File: src/rtl/ivs_axi_rd_dma.sv
// AXI4 read master: splits a command into 4 KB-safe bursts and streams R data out through a FWFT FIFO.
// Optional: IVS_RD_DMA_ERR_ABORT_EN stops issuing bursts after the first errored beat.
module ivs_axi_rd_dma #(
  parameter int unsigned MAX_BURST  = 64,
  parameter int unsigned FIFO_DEPTH = 16,
  parameter logic [3:0]  AXI_ID     = 4'h1
) (
  input  logic         aclk,
  input  logic         arst_n,
  input  logic         cmd_valid,
  output logic         cmd_ready,
  input  logic [31:0]  cmd_addr,
  input  logic [15:0]  cmd_beats,
  output logic         arvalid,
  input  logic         arready,
  output logic [3:0]   arid,
  output logic [31:0]  araddr,
  output logic [5:0]   arlen,
  output logic [2:0]   arsize,
  output logic [1:0]   arburst,
  input  logic         rvalid,
  output logic         rready,
  input  logic [3:0]   rid,
  input  logic [127:0] rdata,
  input  logic [1:0]   rresp,
  input  logic         rlast,
  output logic         dout_valid,
  input  logic         dout_ready,
  output logic [127:0] dout_data,
  output logic         dout_last,
  output logic         busy,
  output logic         done,
  output logic         err
);

  localparam int unsigned AW = $clog2(FIFO_DEPTH);

  typedef enum logic [2:0] {S_IDLE, S_ADDR, S_DATA, S_DRAIN, S_DONE} state_e;

  state_e       state_q;
  logic [31:0]  addr_q;
  logic [15:0]  rem_q;
  logic [6:0]   bc_q;
  logic         arvalid_q;
  logic [31:0]  araddr_q;
  logic [5:0]   arlen_q;
  logic         done_q;
  logic         err_q;
`ifdef IVS_RD_DMA_ERR_ABORT_EN
  logic         abort_q;
  logic         abort_now;
`endif

  logic [128:0]  mem_q [FIFO_DEPTH];
  logic [AW-1:0] wptr_q, rptr_q;
  logic [AW:0]   cnt_q;

  logic        fifo_full, fifo_empty, r_hs, pop, beat_err, burst_end, push_last;
  logic [16:0] bnd, len17;
  logic [6:0]  len_c, burst_len;

  // Burst length limited by remaining beats, MAX_BURST and the distance to the next 4 KB page.
  always_comb begin
    bnd   = 17'd256 - {8'd0, addr_q[11:4]};
    len17 = {1'b0, rem_q};
    if (len17 > 17'(MAX_BURST)) len17 = 17'(MAX_BURST);
    if (len17 > bnd)            len17 = bnd;
    len_c = len17[6:0];
  end

  assign burst_len  = {1'b0, arlen_q} + 7'd1;
  assign fifo_full  = (cnt_q == (AW+1)'(FIFO_DEPTH));
  assign fifo_empty = (cnt_q == '0);
  assign rready     = (state_q == S_DATA) && !fifo_full;
  assign r_hs       = rvalid && rready;
  assign dout_valid = !fifo_empty;
  assign pop        = dout_valid && dout_ready;
  assign beat_err   = (rresp != 2'b00) || (rid != AXI_ID) || ((bc_q == 7'd1) ? !rlast : rlast);
  assign burst_end  = r_hs && (bc_q == 7'd1);

`ifdef IVS_RD_DMA_ERR_ABORT_EN
  assign abort_now  = abort_q || beat_err;
  assign push_last  = burst_end && ((rem_q == '0) || abort_now);
`else
  assign push_last  = burst_end && (rem_q == '0);
`endif

  always_ff @(posedge aclk or negedge arst_n) begin
    if (!arst_n) begin
      state_q   <= S_IDLE;
      addr_q    <= '0;
      rem_q     <= '0;
      bc_q      <= '0;
      arvalid_q <= 1'b0;
      araddr_q  <= '0;
      arlen_q   <= '0;
      done_q    <= 1'b0;
      err_q     <= 1'b0;
`ifdef IVS_RD_DMA_ERR_ABORT_EN
      abort_q   <= 1'b0;
`endif
    end else begin
      done_q <= 1'b0;
      unique case (state_q)
        S_IDLE: if (cmd_valid) begin
          addr_q  <= {cmd_addr[31:4], 4'h0};
          rem_q   <= cmd_beats;
          err_q   <= 1'b0;
`ifdef IVS_RD_DMA_ERR_ABORT_EN
          abort_q <= 1'b0;
`endif
          state_q <= (cmd_beats == '0) ? S_DONE : S_ADDR;
        end
        S_ADDR: if (!arvalid_q) begin
          arvalid_q <= 1'b1;
          araddr_q  <= addr_q;
          arlen_q   <= 6'(len_c - 7'd1);
        end else if (arready) begin
          arvalid_q <= 1'b0;
          addr_q    <= addr_q + {21'd0, burst_len, 4'h0};
          rem_q     <= rem_q - {9'd0, burst_len};
          bc_q      <= burst_len;
          state_q   <= S_DATA;
        end
        S_DATA: if (r_hs) begin
          bc_q <= bc_q - 7'd1;
          if (beat_err) err_q <= 1'b1;
`ifdef IVS_RD_DMA_ERR_ABORT_EN
          if (beat_err) abort_q <= 1'b1;
          // The errored burst still runs to its last beat; only later bursts are dropped.
          if (bc_q == 7'd1) begin
            if (abort_now) begin
              rem_q   <= '0;
              state_q <= S_DRAIN;
            end else begin
              state_q <= (rem_q != '0) ? S_ADDR : S_DRAIN;
            end
          end
`else
          if (bc_q == 7'd1) state_q <= (rem_q != '0) ? S_ADDR : S_DRAIN;
`endif
        end
        S_DRAIN: if (fifo_empty) state_q <= S_DONE;
        S_DONE: begin
          done_q  <= 1'b1;
          state_q <= S_IDLE;
        end
        default: state_q <= S_IDLE;
      endcase
    end
  end

  always_ff @(posedge aclk) begin
    if (r_hs) mem_q[wptr_q] <= {push_last, rdata};
  end

  always_ff @(posedge aclk or negedge arst_n) begin
    if (!arst_n) begin
      wptr_q <= '0;
      rptr_q <= '0;
      cnt_q  <= '0;
    end else begin
      if (r_hs) wptr_q <= wptr_q + 1'b1;
      if (pop)  rptr_q <= rptr_q + 1'b1;
      unique case ({r_hs, pop})
        2'b10:   cnt_q <= cnt_q + 1'b1;
        2'b01:   cnt_q <= cnt_q - 1'b1;
        default: cnt_q <= cnt_q;
      endcase
    end
  end

  assign dout_data = dout_valid ? mem_q[rptr_q][127:0] : '0;
  assign dout_last = dout_valid && mem_q[rptr_q][128];
  assign cmd_ready = (state_q == S_IDLE);
  assign busy      = (state_q != S_IDLE);
  assign done      = done_q;
  assign err       = err_q;
  assign arvalid   = arvalid_q;
  assign araddr    = araddr_q;
  assign arlen     = arlen_q;
  assign arid      = AXI_ID;
  assign arsize    = 3'b100;
  assign arburst   = 2'b01;

endmodule

File: config.mk
export PLATFORM = sky130hd
export DESIGN_NAME = ivs_axi_rd_dma
export DESIGN_NICKNAME = d
export VERILOG_FILES = /design/src/rtl/ivs_axi_rd_dma.sv
export SDC_FILE = /design/constraint.sdc
export NUM_CORES = 2
export LEC_CHECK = 0
export CORE_UTILIZATION = 25
export DETAILED_ROUTE_END_ITERATION = 16
export GPL_ROUTABILITY_DRIVEN = 0
export SLEW_MARGIN = 10
export SYNTH_ARGS = -nofsm -noshare
export SYNTH_HDL_FRONTEND = slang
export SYNTH_SLANG_ARGS = --single-unit
File: constraint.sdc
create_clock -name aclk -period 15.4 [get_ports aclk]
set_input_delay 1.54 -clock aclk [delete_from_list [all_inputs] [get_ports aclk]]
set_output_delay 1.54 -clock aclk [all_outputs]
set_load 0.02 [all_outputs]
Word-level counts from Yosys, hierarchy flattened:

Memory sizes are Yosys's and may differ from the RTL's.
Index checks and enable logic that the tools add are counted.

* multiplexer cells: 35
* reductions and logical operators: 27
* equality and inequality tests: 16
* add/sub/neg operators: 10
* bitwise operators: 1
* $lt $le $gt $ge: 2

Operators with widths (number)
* $mux 128: 1
* $mux 32: 3
* $mux 16: 4
* $pmux 32 s2: 1
* $add 32x11->32: 1
* $logic_not 16->1: 2
* $pmux 16 s2: 1
* $mux 3: 7
* $mux 7: 3
* $gt 16x17->1: 1
* $gt 16x7->1 const B: 1
* $reduce_bool 16->1: 1
* $sub 16x7->16: 1
* $pmux 7 s2: 1
* $ne 2x2->1 const B: 6
* $pmux 3 s4: 1
* $reduce_and 4->1: 3
* $pmux 5 s2: 1
* $reduce_bool 2->1: 5
* $sub 9x8->10 const A: 1
* $mux 1: 9
* $add 4x1->4 const B: 2
* $add 6x1->7 const B: 1
* $eq 7x1->1 const B: 1
* other kinds (24): 33

* RAM bits: 2064
* output and inout bits: 183
* bits of input ports: 189
* register bits: 112
* memories: 1
* logic and storage cells: 104

Memories
* mem_q: depth 16, width 129, read ports 1, clocked after Yosys merged registers in 0, wr ports 1, RTL line 54 `logic [128:0] mem_q [FIFO_DEPTH];`

Logic depth before layout (Yosys ltp):

* depth after elaboration: 6
* gate-level depth with buffers: 20
* gate-level depth less buffers: 19

Worst setup path before layout:

OpenSTA, ideal clock, no wires.

* path kind: in2reg
* start point: input port rvalid
* end point: memory mem_q[3][0], enable pin
* setup time: 0.775 ns
* arrival time: 10.914 ns
* data required time: 14.625 ns
* path slack: 3.711 ns
* stages on the path: 5
* cells stage by stage: inv_1 a211oi_1 buf_2 nand2_1 nor3_1

* cells in the longest elaborated chain, start to end: 3

Ends and longest elaborated chain
* start, declared: RTL line 21 `input logic rvalid,`
* $logic_and 1x1->1: RTL line 75 `assign r_hs = rvalid && rready;`
* $mux 1: RTL line 154 `if (r_hs) mem_q[wptr_q] <= {push_last, rdata};`
* $mux 1 (not written as such): RTL line 154
* end, declared: RTL line 54

No other way between the ends.

Worst setup path in the final report:

* start point: register rptr_q[0]
* end point: output port dout_data[28]

* cells in the longest elaborated chain, start to end: 2

Ends and longest elaborated chain
* start, declared: RTL line 55 `logic [AW-1:0] wptr_q, rptr_q;`
* start signal, assigned: RTL line 164 `if (pop) rptr_q <= rptr_q + 1'b1;`
* $mem_v2 16x129
* $mux 128: RTL line 173 `assign dout_data = dout_valid ? mem_q[rptr_q][127:0] : '0;`
* end, declared: RTL line 29 `output logic [127:0] dout_data,`

No other way between the ends.

==> results.cfg <==
[outcome]
status = finished, final reports clean

[final_layout]
final_cells = 9016
most_common_library_cell_in_the_layout_ignoring_fill_and_taps = edfxtp_1
syn_to_final_growth_pct = 19.8
finalCoreUtilization = 0.301
layout-drive-gt1-share = 0.246
layout.cells.most_common_list = edfxtp_1 (2064), mux4_2 (645), clkdlybuf4s50_1 (353)
num-nets-final = 4523

[sta]
timing.final.crit_share = 0.494
final-setup-viol-count = 0
final.min_clock_period_ns = 7.61
worst_slew_margin_rel = 0.144
worst_clock_skew_ns = 0.0881
hold_violations = 0
hold_ws_ns = 0.479
final.setup.tns_ns = 0
achievable-frequency_ghz = 0.131
drv_slew = 0
worstMarginPinSlew_ns = 1.28
grt_setup_unrepaired = false

[detailed_routing]
post_drt_via_cell_ratio = 4.54
met2_length_um = 99700
wirelength_um = 213000
route.met3.wl_um = 16300
dr.first_iter.drc_count = 3636
dr_total_vias = 40900
wl_met1_um = 92200
count_of_tritonroute_iterations_in_the_first_routing_pass = 5
routed.top_layer = met5
drtAntennaViolNets = 0
post_drt_wl_per_cell_um = 23.6
drc = 0

[logic_synthesis]
synth_top_cell_by_area = edfxtp_1
synthesis.yosys.warnings = 0
yosysSeqAreaShare = 0.762
synth_cell_area_um2 = 84800
synth.top_cell.area_share = 0.731
syn-instance-count = 3814
yosys.cell_types.count = 71
syn_avg_cell_area_um2 = 22.2
synth_flop_cell = edfxtp_1
edff_count_synth = 2064
synth_top_cells_by_area = edfxtp_1 (73%), mux4_2 (17%), dfrtp_1 (3.1%), and2_1 (1.0%), nand2_1 (0.63%)
asyncSetResetFlopFracSynth = 0.0480
ys_ff_latch = 2168

[floorplan]
die_extent_in_y_um = 584
coreArea_um2 = 337000
pin_count = 372
die_area_um2 = 341000
dieWidth_um = 584
row_count = 213
starting_density_of_the_core = 0.251

[setup_path]
reg2reg_depth = 7
timing.critical_path.fanout_max = 100
cp-start-kind = register
ff2ff_setup_slack_ns = 9.65
worst-endpoint-required_ns = 13.86
crit_type = register to primary output
cp-end-kind = primary output
worst_ep_arrival_time_ns = 6.07

[clock_tree]
tritoncts_clock_tree = built
postCtsSetupBuffers = 0
clockBufferDepth = 4
cts.sink_count = 2168
cts_resized = 0
cts-root-buf = clkbuf_16
cts-hold-fix-buffers = 0
h-tree-depth = 4
cts-buffers-inserted = 230
clock_slew_seen_by_the_registers_of_the_worst_setup_and_hold_paths_ns = 0.06
insertion_delay_ns = 0.95

[placed_design]
place_hpwl_um = 112000
portBuffers = 354
placedCellCount = 8577

[global_route]
grt_antenna_before_repair = 46
grt_use_total = 0.122
grt_overflow = 0
vias_in_the_first_global_route = 42300
grt_pass1_wl_um = 305000
grt_max_degree = 150

[power]
finalPower_mw = 18.9
power_leakage_nw = 31.4
vdd_drop_max_uv = 163
power-per-cell-area_nw_per_um2 = 186

[min_path]
hold_path_depth = 2
min-delay-path-class = register to register

[job]
max_cap_violations = 0
[per-layer routing]
metal	vias to the layer above	GRT usage
met5	-	0
li1	17000	-
met4	46	0.0266
met2	1409	0.195
met1	22100	0.168
met3	341	0.0299
[critical path, stage by stage (launching register included)]
cell and delay [ns]:
dfrtp_4 0.88, buf_4 0.75, buf_4 0.68, buf_12 0.59, mux4_2 0.63, mux4_2 0.50
and2_1 0.17, clkdlybuf4s50_1 0.64
[where the power goes]
group	internal, mW	leakage (nW)	switching, mW
clock	3.17	3.64	2.36
combinational	3.05	7.99	3.23
sequential	6.82	19.8	0.290
total	13.0	31.4	5.88
[cells in the mapped netlist, types with 28 or more instances]
library cell     n
inv_1           34
and2_1         140
nand2_1        142
buf_2           74
edfxtp_1      2064
o21ai_0         50
dfrtp_1        104
ha_1            37
nor2_1          74
mux4_2         645
clkbuf_1       115
nor3_1          28
a21oi_1         47
[per-stage QoR]
stage | worst slack, ns | cell area (um^2)
2_1_floorplan | 3.71 | 84800
6_report | 7.79 | 102000
3_5_place_dp | 8.50 | 94000
3_3_place_gp | 8.53 | 94000
5_1_grt | 7.22 | 102000
4_1_cts | 7.51 | 102000
[cell families (layout without fill, tap and decap cells)]
| logic type | count (synthesis) | in the layout | share of synthesized area |
|---|---|---|---|
| other | 2 | 28 | 0.0000886 |
| XOR/XNOR | 32 | 32 | 0.00331 |
| adder cells (fa/ha/maj) | 40 | 40 | 0.00617 |
| AO/OA/AOI/OAI | 198 | 198 | 0.0149 |
| AND/OR/NAND/NOR | 480 | 480 | 0.0290 |
| multiplexers | 649 | 649 | 0.172 |
| flip-flops | 2168 | 2168 | 0.762 |
| buffers and inverters | 245 | 906 | 0.0129 |
[worst paths after layout]
kind,end,start
worst max-delay path,dout_data[28],rptr_q[0]
worst min-delay path,araddr[23],araddr[23]
worst max register to register,mem_q[15][111],state_q[1]
worst min register to register,araddr[23],araddr[23]
max in group asynchronous,rptr_q[3],arst_n
min in group asynchronous,araddr[25],arst_n
[state kept, by name, indices dropped and copies added (netlist names)]
| register | count |
|---|---|
| mem_q | 2064 |
| addr_q | 28 |
| state_q | 3 |
| arlen | 6 |
| cnt_q | 5 |
| err | 1 |
| rem_q | 16 |
| bc_q | 7 |
| wptr_q | 4 |
| arvalid | 1 |
| araddr | 28 |
| done | 1 |
| rptr_q | 4 |
[area by class of cell]
cell class / instances / area, um^2
antenna: 13 / 32.5
clock buffer: 273 / 5940
clock inverter: 153 / 1560
fill: 32400 / 236000
inverter: 34 / 133
multi-input combinational: 1414 / 19300
sequential: 2168 / 64600
tap: 4515 / 5650
timing repair buffer: 446 / 4330
No activity file was read; power rests on OpenSTA's default activity.
